--- config.mk ---
export PLATFORM = sky130hd
export DESIGN_NAME = ex_mem_stage
export DESIGN_NICKNAME = d
export VERILOG_FILES = /design/src/rtl/mips_pkg.sv /design/src/rtl/branch_unit.sv /design/src/rtl/ex_mem_stage.sv
export SDC_FILE = /design/constraint.sdc
export NUM_CORES = 1
export LEC_CHECK = 0
export BUFFER_PORTS_ARGS = -buffer_cell sky130_fd_sc_hd__buf_2
export CAP_MARGIN = 30
export CORE_ASPECT_RATIO = 1.2
export CORE_MARGIN = 4
export CORE_UTILIZATION = 45
export CTS_CLUSTER_SIZE = 12
export DETAILED_ROUTE_END_ITERATION = 8
export PLACE_DENSITY = 0.87
export SETUP_SLACK_MARGIN = 0.15
export SLEW_MARGIN = 10
export SYNTH_ARGS = -nofsm -noshare
export SYNTH_HDL_FRONTEND = slang
export SYNTH_SLANG_ARGS = --single-unit
--- constraint.sdc ---
create_clock -name clk -period 2.8 [get_ports clk]
set_clock_uncertainty 0.05 [all_clocks]
set_input_delay 0.56 -clock clk [delete_from_list [all_inputs] [get_ports clk]]
set_output_delay 0.56 -clock clk [all_outputs]
set_load 0.02 [all_outputs]
--- src/rtl/mips_pkg.sv ---
// Shared definitions for the MIPS core: default widths, ex_ctrl bit positions
// and the EX/MEM squash FSM state encoding.
package mips_pkg;

    localparam int unsigned DEF_W   = 32;
    localparam int unsigned DEF_RW  = 5;
    localparam int unsigned CTRL_W  = 6;
    localparam int unsigned MCTRL_W = 4;

    // ex_ctrl bit indices; the low four bits are what the memory stage sees
    localparam int unsigned REG_WRITE  = 0;
    localparam int unsigned MEM_READ   = 1;
    localparam int unsigned MEM_WRITE  = 2;
    localparam int unsigned MEM_TO_REG = 3;
    localparam int unsigned BRANCH_EQ  = 4;
    localparam int unsigned BRANCH_NE  = 5;

    typedef enum logic {
        RUN    = 1'b0,
        SQUASH = 1'b1
    } exmem_state_e;

endpackage

--- src/rtl/branch_unit.sv ---
// Combinational beq/bne resolution and branch-target computation.
// Ports:
//   i_branch_eq, i_branch_ne : decoded branch kind
//   i_zero                   : ALU zero flag (rs == rt)
//   i_pc4, i_offset          : PC+4 and sign-extended word offset
//   o_taken_c                : branch condition holds
//   o_target_c               : pc4 + offset*4, modulo 2^W
module branch_unit #(
    parameter int unsigned W = 32
) (
    input  logic         i_branch_eq,
    input  logic         i_branch_ne,
    input  logic         i_zero,
    input  logic [W-1:0] i_pc4,
    input  logic [W-1:0] i_offset,
    output logic         o_taken_c,
    output logic [W-1:0] o_target_c
);

    assign o_taken_c  = (i_branch_eq && i_zero) || (i_branch_ne && !i_zero);
    assign o_target_c = W'(i_pc4 + W'(i_offset << 2));

endmodule

--- src/rtl/ex_mem_stage.sv ---
// EX/MEM pipeline register. Captures the ALU result and EX side information,
// resolves beq/bne, pulses a one-cycle redirect and squashes the single
// wrong-path instruction that follows a taken branch. Supports stall/flush.
// Ports:
//   clk, rst_n                        : clock, async active-low reset
//   ex_*                              : EX-stage instruction and ALU results
//   stall, flush                      : hold register / insert bubble
//   ex_ready                          : combinational, = !stall
//   mem_valid/alu_out/store_data/rd/ctrl : registered MEM-stage view
//   br_taken, br_target               : registered redirect pulse and address
//   fwd_valid, fwd_rd, fwd_data       : forwarding source for EX
// Build option: EXMEM_FWD_EN enables the forwarding outputs; otherwise they
// are tied to 0.
module ex_mem_stage
    import mips_pkg::*;
#(
    parameter int unsigned W  = DEF_W,
    parameter int unsigned RW = DEF_RW
) (
    input  logic               clk,
    input  logic               rst_n,
    input  logic               ex_valid,
    input  logic [W-1:0]       ex_saida,
    input  logic               ex_zero,
    input  logic [W-1:0]       ex_store_data,
    input  logic [RW-1:0]      ex_rd,
    input  logic [W-1:0]       ex_pc4,
    input  logic [W-1:0]       ex_offset,
    input  logic [CTRL_W-1:0]  ex_ctrl,
    input  logic               stall,
    input  logic               flush,
    output logic               ex_ready,
    output logic               mem_valid,
    output logic [W-1:0]       mem_alu_out,
    output logic [W-1:0]       mem_store_data,
    output logic [RW-1:0]      mem_rd,
    output logic [MCTRL_W-1:0] mem_ctrl,
    output logic               br_taken,
    output logic [W-1:0]       br_target,
    output logic               fwd_valid,
    output logic [RW-1:0]      fwd_rd,
    output logic [W-1:0]       fwd_data
);

    exmem_state_e       r_state;
    exmem_state_e       w_state_nxt;

    logic               r_valid;
    logic [W-1:0]       r_alu;
    logic [W-1:0]       r_sd;
    logic [RW-1:0]      r_rd;
    logic [MCTRL_W-1:0] r_ctrl;
    logic               r_br_taken;
    logic [W-1:0]       r_br_target;

    logic               w_valid_nxt;
    logic [W-1:0]       w_alu_nxt;
    logic [W-1:0]       w_sd_nxt;
    logic [RW-1:0]      w_rd_nxt;
    logic [MCTRL_W-1:0] w_ctrl_nxt;
    logic               w_br_taken_nxt;
    logic [W-1:0]       w_br_target_nxt;

    logic               w_taken;
    logic [W-1:0]       w_target;
    logic               w_live;

    branch_unit #(.W(W)) u_branch (
        .i_branch_eq (ex_ctrl[BRANCH_EQ]),
        .i_branch_ne (ex_ctrl[BRANCH_NE]),
        .i_zero      (ex_zero),
        .i_pc4       (ex_pc4),
        .i_offset    (ex_offset),
        .o_taken_c   (w_taken),
        .o_target_c  (w_target)
    );

    // Instruction survives capture only when real and not on the wrong path
    assign w_live   = ex_valid && (r_state == RUN);
    assign ex_ready = !stall;

    // State register
    always_ff @(posedge clk or negedge rst_n) begin
        if (!rst_n) begin
            r_state <= RUN;
        end else begin
            r_state <= w_state_nxt;
        end
    end

    // Next state and next register contents; flush beats stall beats capture
    always_comb begin
        w_state_nxt     = r_state;
        w_valid_nxt     = r_valid;
        w_alu_nxt       = r_alu;
        w_sd_nxt        = r_sd;
        w_rd_nxt        = r_rd;
        w_ctrl_nxt      = r_ctrl;
        w_br_taken_nxt  = 1'b0;
        w_br_target_nxt = r_br_target;

        if (flush) begin
            w_state_nxt = RUN;
            w_valid_nxt = 1'b0;
            w_ctrl_nxt  = '0;
        end else if (!stall) begin
            w_valid_nxt     = w_live;
            w_alu_nxt       = ex_saida;
            w_sd_nxt        = ex_store_data;
            w_rd_nxt        = ex_rd;
            w_br_target_nxt = w_target;
            // $0 is hard-wired: never let a write to it reach writeback
            w_ctrl_nxt      = w_live ? {ex_ctrl[MEM_TO_REG], ex_ctrl[MEM_WRITE],
                                        ex_ctrl[MEM_READ],
                                        ex_ctrl[REG_WRITE] && (ex_rd != '0)}
                                     : '0;
            w_br_taken_nxt  = w_live && w_taken;
            w_state_nxt     = (w_live && w_taken) ? SQUASH : RUN;
        end
    end

    // MEM-stage register
    always_ff @(posedge clk or negedge rst_n) begin
        if (!rst_n) begin
            r_valid     <= 1'b0;
            r_alu       <= '0;
            r_sd        <= '0;
            r_rd        <= '0;
            r_ctrl      <= '0;
            r_br_taken  <= 1'b0;
            r_br_target <= '0;
        end else begin
            r_valid     <= w_valid_nxt;
            r_alu       <= w_alu_nxt;
            r_sd        <= w_sd_nxt;
            r_rd        <= w_rd_nxt;
            r_ctrl      <= w_ctrl_nxt;
            r_br_taken  <= w_br_taken_nxt;
            r_br_target <= w_br_target_nxt;
        end
    end

    assign mem_valid      = r_valid;
    assign mem_alu_out    = r_alu;
    assign mem_store_data = r_sd;
    assign mem_rd         = r_rd;
    assign mem_ctrl       = r_ctrl;
    assign br_taken       = r_br_taken;
    assign br_target      = r_br_target;

`ifdef EXMEM_FWD_EN
    logic r_fwd_valid;

    // Loads are excluded: their data is not known until after MEM
    always_ff @(posedge clk or negedge rst_n) begin
        if (!rst_n) begin
            r_fwd_valid <= 1'b0;
        end else begin
            r_fwd_valid <= w_valid_nxt && w_ctrl_nxt[REG_WRITE]
                           && !w_ctrl_nxt[MEM_TO_REG];
        end
    end

    assign fwd_valid = r_fwd_valid;
    assign fwd_rd    = r_rd;
    assign fwd_data  = r_alu;
`else
    assign fwd_valid = 1'b0;
    assign fwd_rd    = '0;
    assign fwd_data  = '0;
`endif

endmodule

Word-level counts from Yosys, hierarchy flattened

Index checks and enable logic that the tools add are counted.

Flip-flop bits (word level): 108
Input port bits: 145
Output and inout port bits: 146
Logic and storage cells: 33

$add $sub $neg: 1
Equality and inequality tests: 1
Muxes and demuxes: 10
Bitwise logic cells: 3
Reductions and logical operators: 10

Operators by type and width:

| kind                                                                     | number |
|---|---|
| 32-bit adder                                                             | 1 |
| 4-bit two-way mux                                                        | 3 |
| 1-bit two-way mux                                                        | 7 |
| 1-bit logical AND                                                        | 5 |
| 5-bit nonzero test                                                       | 1 |
| 1-bit inverter                                                           | 3 |
| 1-bit zero test                                                          | 2 |
| 2-bit by 1-bit inequality test with 1-bit output (second input constant) | 1 |
| 2-bit AND reduction                                                      | 1 |
| 1-bit logical OR                                                         | 1 |

Longest topological paths before layout

Gate-level depths: netlist of run 1.

Word-level depth: 7
Mapped depth: 10

Hierarchy

Synthesis of run 1 repeated with hierarchy kept, for this count alone.

Cells, all modules: 521
Area, all modules: 6,467.5 um^2

Modules (own cells, without submodules):

| module       | times used | cells each | area an instance (um^2) | sequential area each (um^2) |
|---|---|---|---|---|
| ex_mem_stage | 1          | 283        | 4,692.0                 | 2,702.6 |
| branch_unit  | 1          | 238        | 1,775.5                 | 0.0 |

Worst setup path after synthesis of run 1

No wires, ideal clock.

Path kind: input port to flip-flop
Start point: input port ex_pc4[15]
End point: register r_br_target[22], in the netlist br_target[22]
Setup time: 0.130 ns
Data arrival time: 2.337 ns
Required time: 2.620 ns
Setup slack: 0.284 ns
Stages on the path: 9
Path buffers: 1
Cells stage by stage: ha_1 > buf_6 > a21o_1 > a31o_1 > a2111oi_4 > nor2_1 > a211oi_4 > xor2_1 > o21ai_1

Longest elaborated chain between the ends: 1

RTL lines:

| what                 | line                | RTL |
|---|---|---|
| start, declared      | ex_mem_stage.sv:27  | `input logic [W-1:0] ex_pc4,` |
| 32-bit adder         | branch_unit.sv:21   | `assign o_target_c = W'(i_pc4 + W'(i_offset << 2));` |
| end signal, assigned | ex_mem_stage.sv:139 | `r_br_target <= w_br_target_nxt;` |
| end, declared        | ex_mem_stage.sv:54  | `logic [W-1:0] r_br_target;` |

Every way passes these cells.
A chain may end at the register's enable or synchronous reset.

Final worst setup path of run 1

Start point: input port ex_pc4[26]
End point: register r_br_target[31], in the netlist br_target[31]

The elaborated chain is that of the path after synthesis.

==> flow_metrics.py, run 1 <==
metrics = {
    "routing": {
        "wirelength_um": 17200,
        "vias": 5725,
        "met1_length_um": 6780,
        "dr.pass1.iters": 5,
        "dr_wl_met2_um": 8850,
        "topRoutingLayerUsed": "met4",
        "met3WireLength_um": 1070,
        "viasPerCell": 5.07,
        "ant_nets": 0,
        "drt-initial-drc-count": 219,
        "drc_errors": 0,
        "wire_per_inst_um": 15.3,
    },
    "power_and_ir_drop": {
        "p_switching_w": 0.00164,
        "cellInternalPower_w": 0.00292,
        "seq_power_share_pct": 41.7,
        "design_power_total_w": 0.00456,
        "power.density_mw_per_mm2": 589,
        "pwr-share-comb_pct": 31.7,
        "pwr-share-clk_pct": 26.6,
        "leakage_nw": 4.35,
        "p_sw_share_pct": 35.9,
        "ir_drop_uv": 338,
    },
    "die": {
        "start_util_pct": 45.7,
        "fp.dieArea_sq_mm": 0.0153,
        "core_sq_mm": 0.0132,
        "io_pins": 291,
        "die_h_um": 135,
        "die_x_um": 114,
        "num_rows": 46,
    },
    "worst_setup_path": {
        "slowest_delay_ps": 420,
        "reg2reg_from": "r_state",
        "r2r-end": "r_state",
        "startpoint": "ex_pc4[26]",
        "crit_end": "br_target[31]",
        "crit_slowest_cell": "ha_1",
        "required_ps": 3020,
        "end_kind": "register",
        "critPathKind": "input pin to register",
        "ff2ff_setup_slack_ps": 1670,
        "critPathMaxFanout": 10,
        "cp_data_arrival_time_ps": 2680,
        "reg2regPathDepth": 4,
        "worst_path_most_repeated_cell": "a31oi_1",
        "start_kind": "input pin",
        "path_cells": "buf_2 -> ha_1 -> a21oi_1 -> o21ai_0 -> a22o_1 -> nor4_1 -> o311a_1 -> a31oi_1 -> a31oi_1",
    },
    "synth": {
        "synth.area.top_cells": "dfrtp_1 (45%), nand2_1 (16%), ha_1 (6.0%), buf_4 (4.7%), o21ai_0 (2.4%)",
        "netlist-cell-type-count": 61,
        "async_reset_ff_share_pct": 100,
        "ys_ff_latch": 108,
        "synth_edf_count": 0,
        "synth_top_area_cell": "dfrtp_1",
        "synth_flop_cell": "dfrtp_1",
        "avgSynthCellArea_sq_um": 8.58,
        "synth_area_sq_mm": 0.00602,
        "ys_seq_area_share_pct": 44.9,
        "yosys_warnings": 0,
        "yosysTopAreaCellShare_pct": 44.9,
        "netlist_instances": 702,
    },
    "timing": {
        "period_minus_slack_ps": 2450,
        "tightestPinTransition_ps": 742,
        "rsz0062_at_grt": "false",
        "fmax_mhz": 407,
        "period_share_pct": 87.7,
        "slew-limit-headroom_pct": 50.4,
        "finalSetupTns_ps": 0,
        "finalSetupViolCount": 0,
        "maxSlewViolCount": 0,
        "finalHoldViolCount": 0,
    },
    "global_routing": {
        "grt_remaining_overflow": 0,
        "grt_usage_pct": 22.1,
        "grt_pass1_vias": 5805,
        "grt_pass1_wl_um": 27500,
        "antenna_found_initial": 0,
        "grt_start_max_net_pins": 46,
    },
    "cts": {
        "cts_setup_buffers": 0,
        "cts_made_buffers": 9,
        "clk_pin_slew_ps": 80,
        "postCtsResizedCells": 0,
        "ctsRootBufferMaster": "clkbuf_16",
        "cts_buffer_depth": 2,
        "postCtsHoldBufs": 0,
        "cts_tree": "yes",
        "htree_levels": 3,
        "clock_latency_ps": 340,
        "cts_num_sinks": 108,
    },
    "run_status": {
        "status": "completed",
    },
    "finish": {
        "nNetsFinal": 1132,
        "layout-drive-gt1-share_pct": 31.2,
        "area_delta_synth_final_pct": 28.5,
        "antenna_cells": 0,
        "n_fill_cell": 1194,
    },
    "placement": {
        "globalplace.congestion": 0.916,
        "dp_hpwl_um": 13600,
        "port_buffers": 250,
    },
    "job": {
        "cap_violations": 0,
    },
    "hold_path": {
        "min_path_type": "input pin to asynchronous set/reset pin",
    },
}
metal layers:
metal,track usage (%),vias up
li1,-,2809
met1,26.2,2661
met2,39.5,217
met3,3.90,38
met4,8.42,0
met5,0,-
sequential cells by signal, summed over array words and instances, names as in the netlist:
name	flops
br_target	32
mem_alu_out	32
mem_store_data	32
mem_rd	5
mem_ctrl	4
br_taken	1
mem_valid	1
r_state	1
synth_stat cells (2+ instances only):
cell type	number
nor2b_1	3
nand4_1	14
nand2_1	253
a211o_1	2
o21a_1	4
or3_1	6
buf_2	4
o31ai_1	4
and2_1	2
and3_1	4
mux2i_1	2
nand2b_1	2
a21o_1	19
dfrtp_1	108
o21bai_1	6
a22o_1	4
a31o_1	2
nor3b_1	2
o211ai_1	5
nand3_1	11
o21ai_0	29
a221oi_1	2
a21oi_1	25
nor2_1	21
nor4_1	2
a31oi_1	7
inv_1	9
clkbuf_1	29
buf_4	38
nor3_1	7
ha_1	29
xor2_1	12
xnor2_1	7
cell usage in the layout (no fill, tap or decap), types with 3 or more instances in the layout:
master / netlist / final
a21o_1: 19 / 19
a21oi_1: 25 / 25
a22o_1: 4 / 4
a31oi_1: 7 / 7
and3_1: 4 / 4
buf_2: 4 / 249
buf_4: 38 / 29
clkbuf_16: 0 / 9
clkinv_4: 0 / 4
conb_1: 1 / 38
dfrtp_1: 108 / 108
ha_1: 29 / 29
inv_1: 9 / 9
nand2_1: 253 / 253
nand3_1: 11 / 11
nand4_1: 14 / 14
nor2_1: 21 / 20
nor2b_1: 3 / 3
nor3_1: 7 / 7
o211ai_1: 5 / 5
o21a_1: 4 / 4
o21ai_0: 29 / 29
o21bai_1: 6 / 6
o31ai_1: 4 / 4
or3_1: 6 / 6
xnor2_1: 7 / 7
xor2_1: 12 / 12
final cells by class:
cell class	instances	area, sq um	area share, %
Timing Repair Buffer	280	1500	19.4
Tap cell	168	210	2.72
Clock buffer	10	229	2.96
Sequential cell	108	2700	34.9
Multi-Input combinational cell	549	3010	38.9
Inverter	9	33.8	0.437
Clock inverter	5	51.3	0.663
worst min path at each step:
stage                    start  slack (ps)  depth (start not counted)                  to
6_report                 rst_n          70                          1  mem_store_data[15]
5_1_grt                  rst_n          90                          1  mem_store_data[15]
4_1_cts                  rst_n          80                          1  mem_store_data[15]
3_5_place_dp   mem_alu_out[10]         410                          2     mem_alu_out[10]
3_3_place_gp    mem_alu_out[9]         400                          2      mem_alu_out[9]
2_1_floorplan            rst_n         210                          0            br_taken
worst max-delay path: cells and delay by family:
family                     cells  cell delay [ps]
and+or+nand+nor                1              370
buffers and inverters          1              100
adders and majority gates      1              420
AOI/OAI and AO/OA              6             1220
power by group through the flow:
stage / sequential [W] / combinational, W / clock [W]
finish: 0.00190 / 0.00144 / 0.00121
global route: 0.00193 / 0.00158 / 0.00129
CTS: 0.00190 / 0.00145 / 0.00124
detailed placement: 0.00192 / 0.00145 / 0
global placement: 0.00192 / 0.00141 / 0
floorplan: 0.00221 / 0.000627 / 0
cells by family (layout without fill, tap and decap cells):
| kind of cell | Yosys count | count (layout) | share of synthesized area, % |
|---|---|---|---|
| buf+inv | 82 | 304 | 7.69 |
| other cells | 1 | 38 | 0.0623 |
| fa+ha+maj | 30 | 30 | 6.36 |
| xor+xnor | 19 | 19 | 2.76 |
| simple gates | 330 | 330 | 22.6 |
| flops | 108 | 108 | 44.9 |
| mux | 2 | 2 | 0.332 |
| compound gates | 130 | 130 | 15.3 |
through the flow:
| step | instances | util [%] | hold WS, ps | setup WS, ps | area (sq um) |
|---|---|---|---|---|---|
| global placement | 1114 | 56.6 | 402 | 112 | 7460 |
| floorplan | 739 | - | 214 | 284 | 6160 |
| finish | 1129 | 58.7 | 69.9 | 345 | 7740 |
| CTS | 1129 | 58.7 | 79.6 | 440 | 7740 |
| detailed placement | 1114 | 56.6 | 406 | 101 | 7460 |
| global route | 1129 | 58.7 | 91.9 | 263 | 7740 |
Power figures use the tool's default switching activity.
==> inputs of run 2 (changes only) <==
--- a/config.mk
+++ b/config.mk
@@ -5,6 +5,7 @@
 export SDC_FILE = /design/constraint.sdc
 export NUM_CORES = 1
 export LEC_CHECK = 0
+export ABC_AREA = 1
 export BUFFER_PORTS_ARGS = -buffer_cell sky130_fd_sc_hd__buf_2
 export CAP_MARGIN = 30
 export CORE_ASPECT_RATIO = 1.2
@@ -12,7 +13,8 @@
 export CORE_UTILIZATION = 45
 export CTS_CLUSTER_SIZE = 12
 export DETAILED_ROUTE_END_ITERATION = 8
-export PLACE_DENSITY = 0.87
+export PLACE_DENSITY = 0.86
+export RECOVER_POWER = 100
 export SETUP_SLACK_MARGIN = 0.15
 export SLEW_MARGIN = 10
 export SYNTH_ARGS = -nofsm -noshare
==> flow_metrics.py, run 2 <==
metrics = {
    "run_status": {
        "status": "completed",
    },
    "routing": {
        "drc_errors": 0,
        "vias": 6463,
        "dr.pass1.iters": 5,
        "ant_nets": 0,
        "drt-initial-drc-count": 423,
        "viasPerCell": 4.77,
        "wire_per_inst_um": 13.3,
        "wirelength_um": 18000,
    },
    "synth": {
        "synth_edf_count": 0,
        "yosys_warnings": 0,
        "synth_top_area_cell": "dfrtp_1",
        "synth_top_family_by_area": "simple AND/OR/NAND/NOR gates",
        "synth_flop_cell": "dfrtp_1",
        "avgSynthCellArea_sq_um": 7.05,
        "async_reset_ff_share_pct": 100,
        "ys_seq_area_share_pct": 41.2,
        "yosys-top-cells-count": "nand2_1 (450), dfrtp_1 (108), inv_1 (104)",
        "netlist-cell-type-count": 35,
        "synth.most_common_cell": "nand2_1",
        "yosysTopAreaCellShare_pct": 41.2,
        "synthXorXnorAreaFrac_pct": 1.60,
        "synthSimpleGateAreaFrac_pct": 35.0,
        "synth_area_sq_mm": 0.00657,
        "synth.area.top_cells": "dfrtp_1 (41%), nand2_1 (26%), inv_1 (5.9%), ha_1 (5.5%), buf_4 (4.3%)",
        "ys_ff_latch": 108,
        "synthAdderAreaFrac_pct": 5.83,
        "synthMuxAreaShare_pct": 0.152,
        "synth-compound-area-share_pct": 4.13,
        "netlist_instances": 931,
    },
    "timing": {
        "period_share_pct": 81.7,
        "slew-limit-headroom_pct": 22.6,
        "period_minus_slack_ps": 2290,
        "rsz0062_at_grt": "false",
        "finalSetupViolCount": 0,
        "tightestPinTransition_ps": 1160,
        "fmax_mhz": 437,
        "finalSetupTns_ps": 0,
        "finalHoldViolCount": 0,
        "maxSlewViolCount": 0,
    },
    "die": {
        "num_rows": 48,
        "die_h_um": 140,
        "io_pins": 291,
        "fp.dieArea_sq_mm": 0.0166,
        "die_x_um": 118,
        "start_util_pct": 45.8,
        "core_sq_mm": 0.0144,
    },
    "placement": {
        "globalplace.congestion": 0.914,
        "place_area_sq_mm": 0.00787,
        "port_buffers": 250,
        "dp_hpwl_um": 14500,
    },
    "worst_setup_path": {
        "start_kind": "input pin",
        "critPathMaxFanout": 39,
        "reg2regPathDepth": 5,
        "end_kind": "register",
        "required_ps": 2970,
        "ff2ff_setup_slack_ps": 1710,
        "cp_data_arrival_time_ps": 2460,
        "startpoint": "flush",
        "critPathKind": "input pin to register",
        "r2r-end": "mem_ctrl[0]",
        "reg2reg_from": "r_state",
        "crit_end": "mem_store_data[23]",
    },
    "cts": {
        "postCtsResizedCells": 0,
        "postCtsHoldBufs": 0,
        "cts_buffer_depth": 2,
        "cts_setup_buffers": 0,
        "ctsRootBufferMaster": "clkbuf_16",
        "cts_num_sinks": 108,
        "cts_made_buffers": 9,
        "htree_levels": 3,
        "clk_pin_slew_ps": 70,
        "cts_tree": "yes",
        "clock_latency_ps": 340,
    },
    "global_routing": {
        "antenna_found_initial": 0,
        "grt_usage_pct": 21.6,
        "grt_start_max_net_pins": 90,
        "grt_pass1_wl_um": 29400,
        "grt_pass1_vias": 6180,
        "grt_remaining_overflow": 0,
    },
    "hold_path": {
        "hold_depth": 3,
        "min_path_type": "input pin to register",
    },
    "finish": {
        "design_area_sq_mm": 0.00796,
        "area_delta_synth_final_pct": 21.2,
        "layout_commonest_cell": "nand2_1",
        "layout_common_cells": "nand2_1 (451), buf_2 (140), clkbuf_1 (110)",
        "antenna_cells": 0,
        "n_fill_cell": 1431,
        "layout-drive-gt1-share_pct": 15.6,
        "nNetsFinal": 1351,
    },
    "power_and_ir_drop": {
        "ir_drop_uv": 346,
        "power.density_mw_per_mm2": 569,
        "leakage_nw": 4.63,
    },
    "job": {
        "cap_violations": 0,
    },
}
## run 2: changes by cell type after synthesis, sizes merged, moves of 5 or more
cell,change
o21ai,-11
nand2,+205
a31oi,-7
a21o,-18
nand3,+38
or3,-6
nor2,+26
inv,+97
o31ai,-5
xor2,-9
nor3,-7
nand4,-10
clkbuf,-17
## run 2: where the power goes
group	leakage (nW)	switching, W	internal, W
Clock	0.144	0.000557	0.000699
Combinational	3.15	0.000957	0.000414
Sequential	1.34	0.000127	0.00178
Total	4.63	0.00164	0.00289
## run 2: metrics by stage
| step | utilization [%] | instances | power, W | hold slack (ps) | setup WS, ps |
|---|---|---|---|---|---|
| 2_1_floorplan | - | 968 | 0.00286 | 214 | 754 |
| 3_3_place_gp | 54.8 | 1340 | 0.00334 | 399 | 429 |
| 3_5_place_dp | 54.8 | 1340 | 0.00337 | 403 | 374 |
| 4_1_cts | 56.9 | 1355 | 0.00464 | 192 | 740 |
| 5_1_grt | 55.5 | 1355 | 0.00482 | 353 | 268 |
| 6_report | 55.5 | 1355 | 0.00453 | 363 | 512 |
## run 2: cell families (layout without fill, tap and decap cells)
group / count (synthesis) / after routing
mux: 1 / 1
buf+inv: 165 / 377
xor+xnor: 12 / 12
compound gates: 49 / 49
flops: 108 / 108
fa+ha+maj: 30 / 30
simple gates: 565 / 565
other cells: 1 / 38
## run 2: routing by layer
layer	up-vias	global-route usage, %	share of wire, %
met1	2907	26.9	40
met3	34	4.40	7.8
li1	3251	-	-
met5	-	0	0
met4	0	7.04	2.5
met2	271	37.7	49
## run 2: worst min-delay path by stage
| stage | from | to | slack, ps |
|---|---|---|---|
| detailed placement | mem_alu_out[2] | mem_alu_out[2] | 400 |
| global placement | mem_alu_out[29] | mem_alu_out[29] | 400 |
| global route | ex_store_data[13] | mem_store_data[13] | 350 |
| CTS | rst_n | mem_store_data[5] | 190 |
| finish | ex_saida[21] | mem_alu_out[21] | 360 |
| floorplan | rst_n | br_taken | 210 |
## run 2: area by class of cell
type | instances | area, sq um | share of cell area [%]
flip-flops and latches | 108 | 2700 | 33.9
repair buffers | 256 | 1150 | 14.4
clock inverters | 6 | 71.3 | 0.896
inverters | 106 | 399 | 5.01
multi-input cells | 695 | 3200 | 40.1
well taps | 175 | 219 | 2.75
clock buffers | 9 | 225 | 2.83
## run 2: worst max-delay path, cell delays in order
cell	delay [ps]
clkbuf_1	100
nor2_1	190
clkinvlp_2	640
clkbuf_2	660
nand2_1	210
nand2_1	80
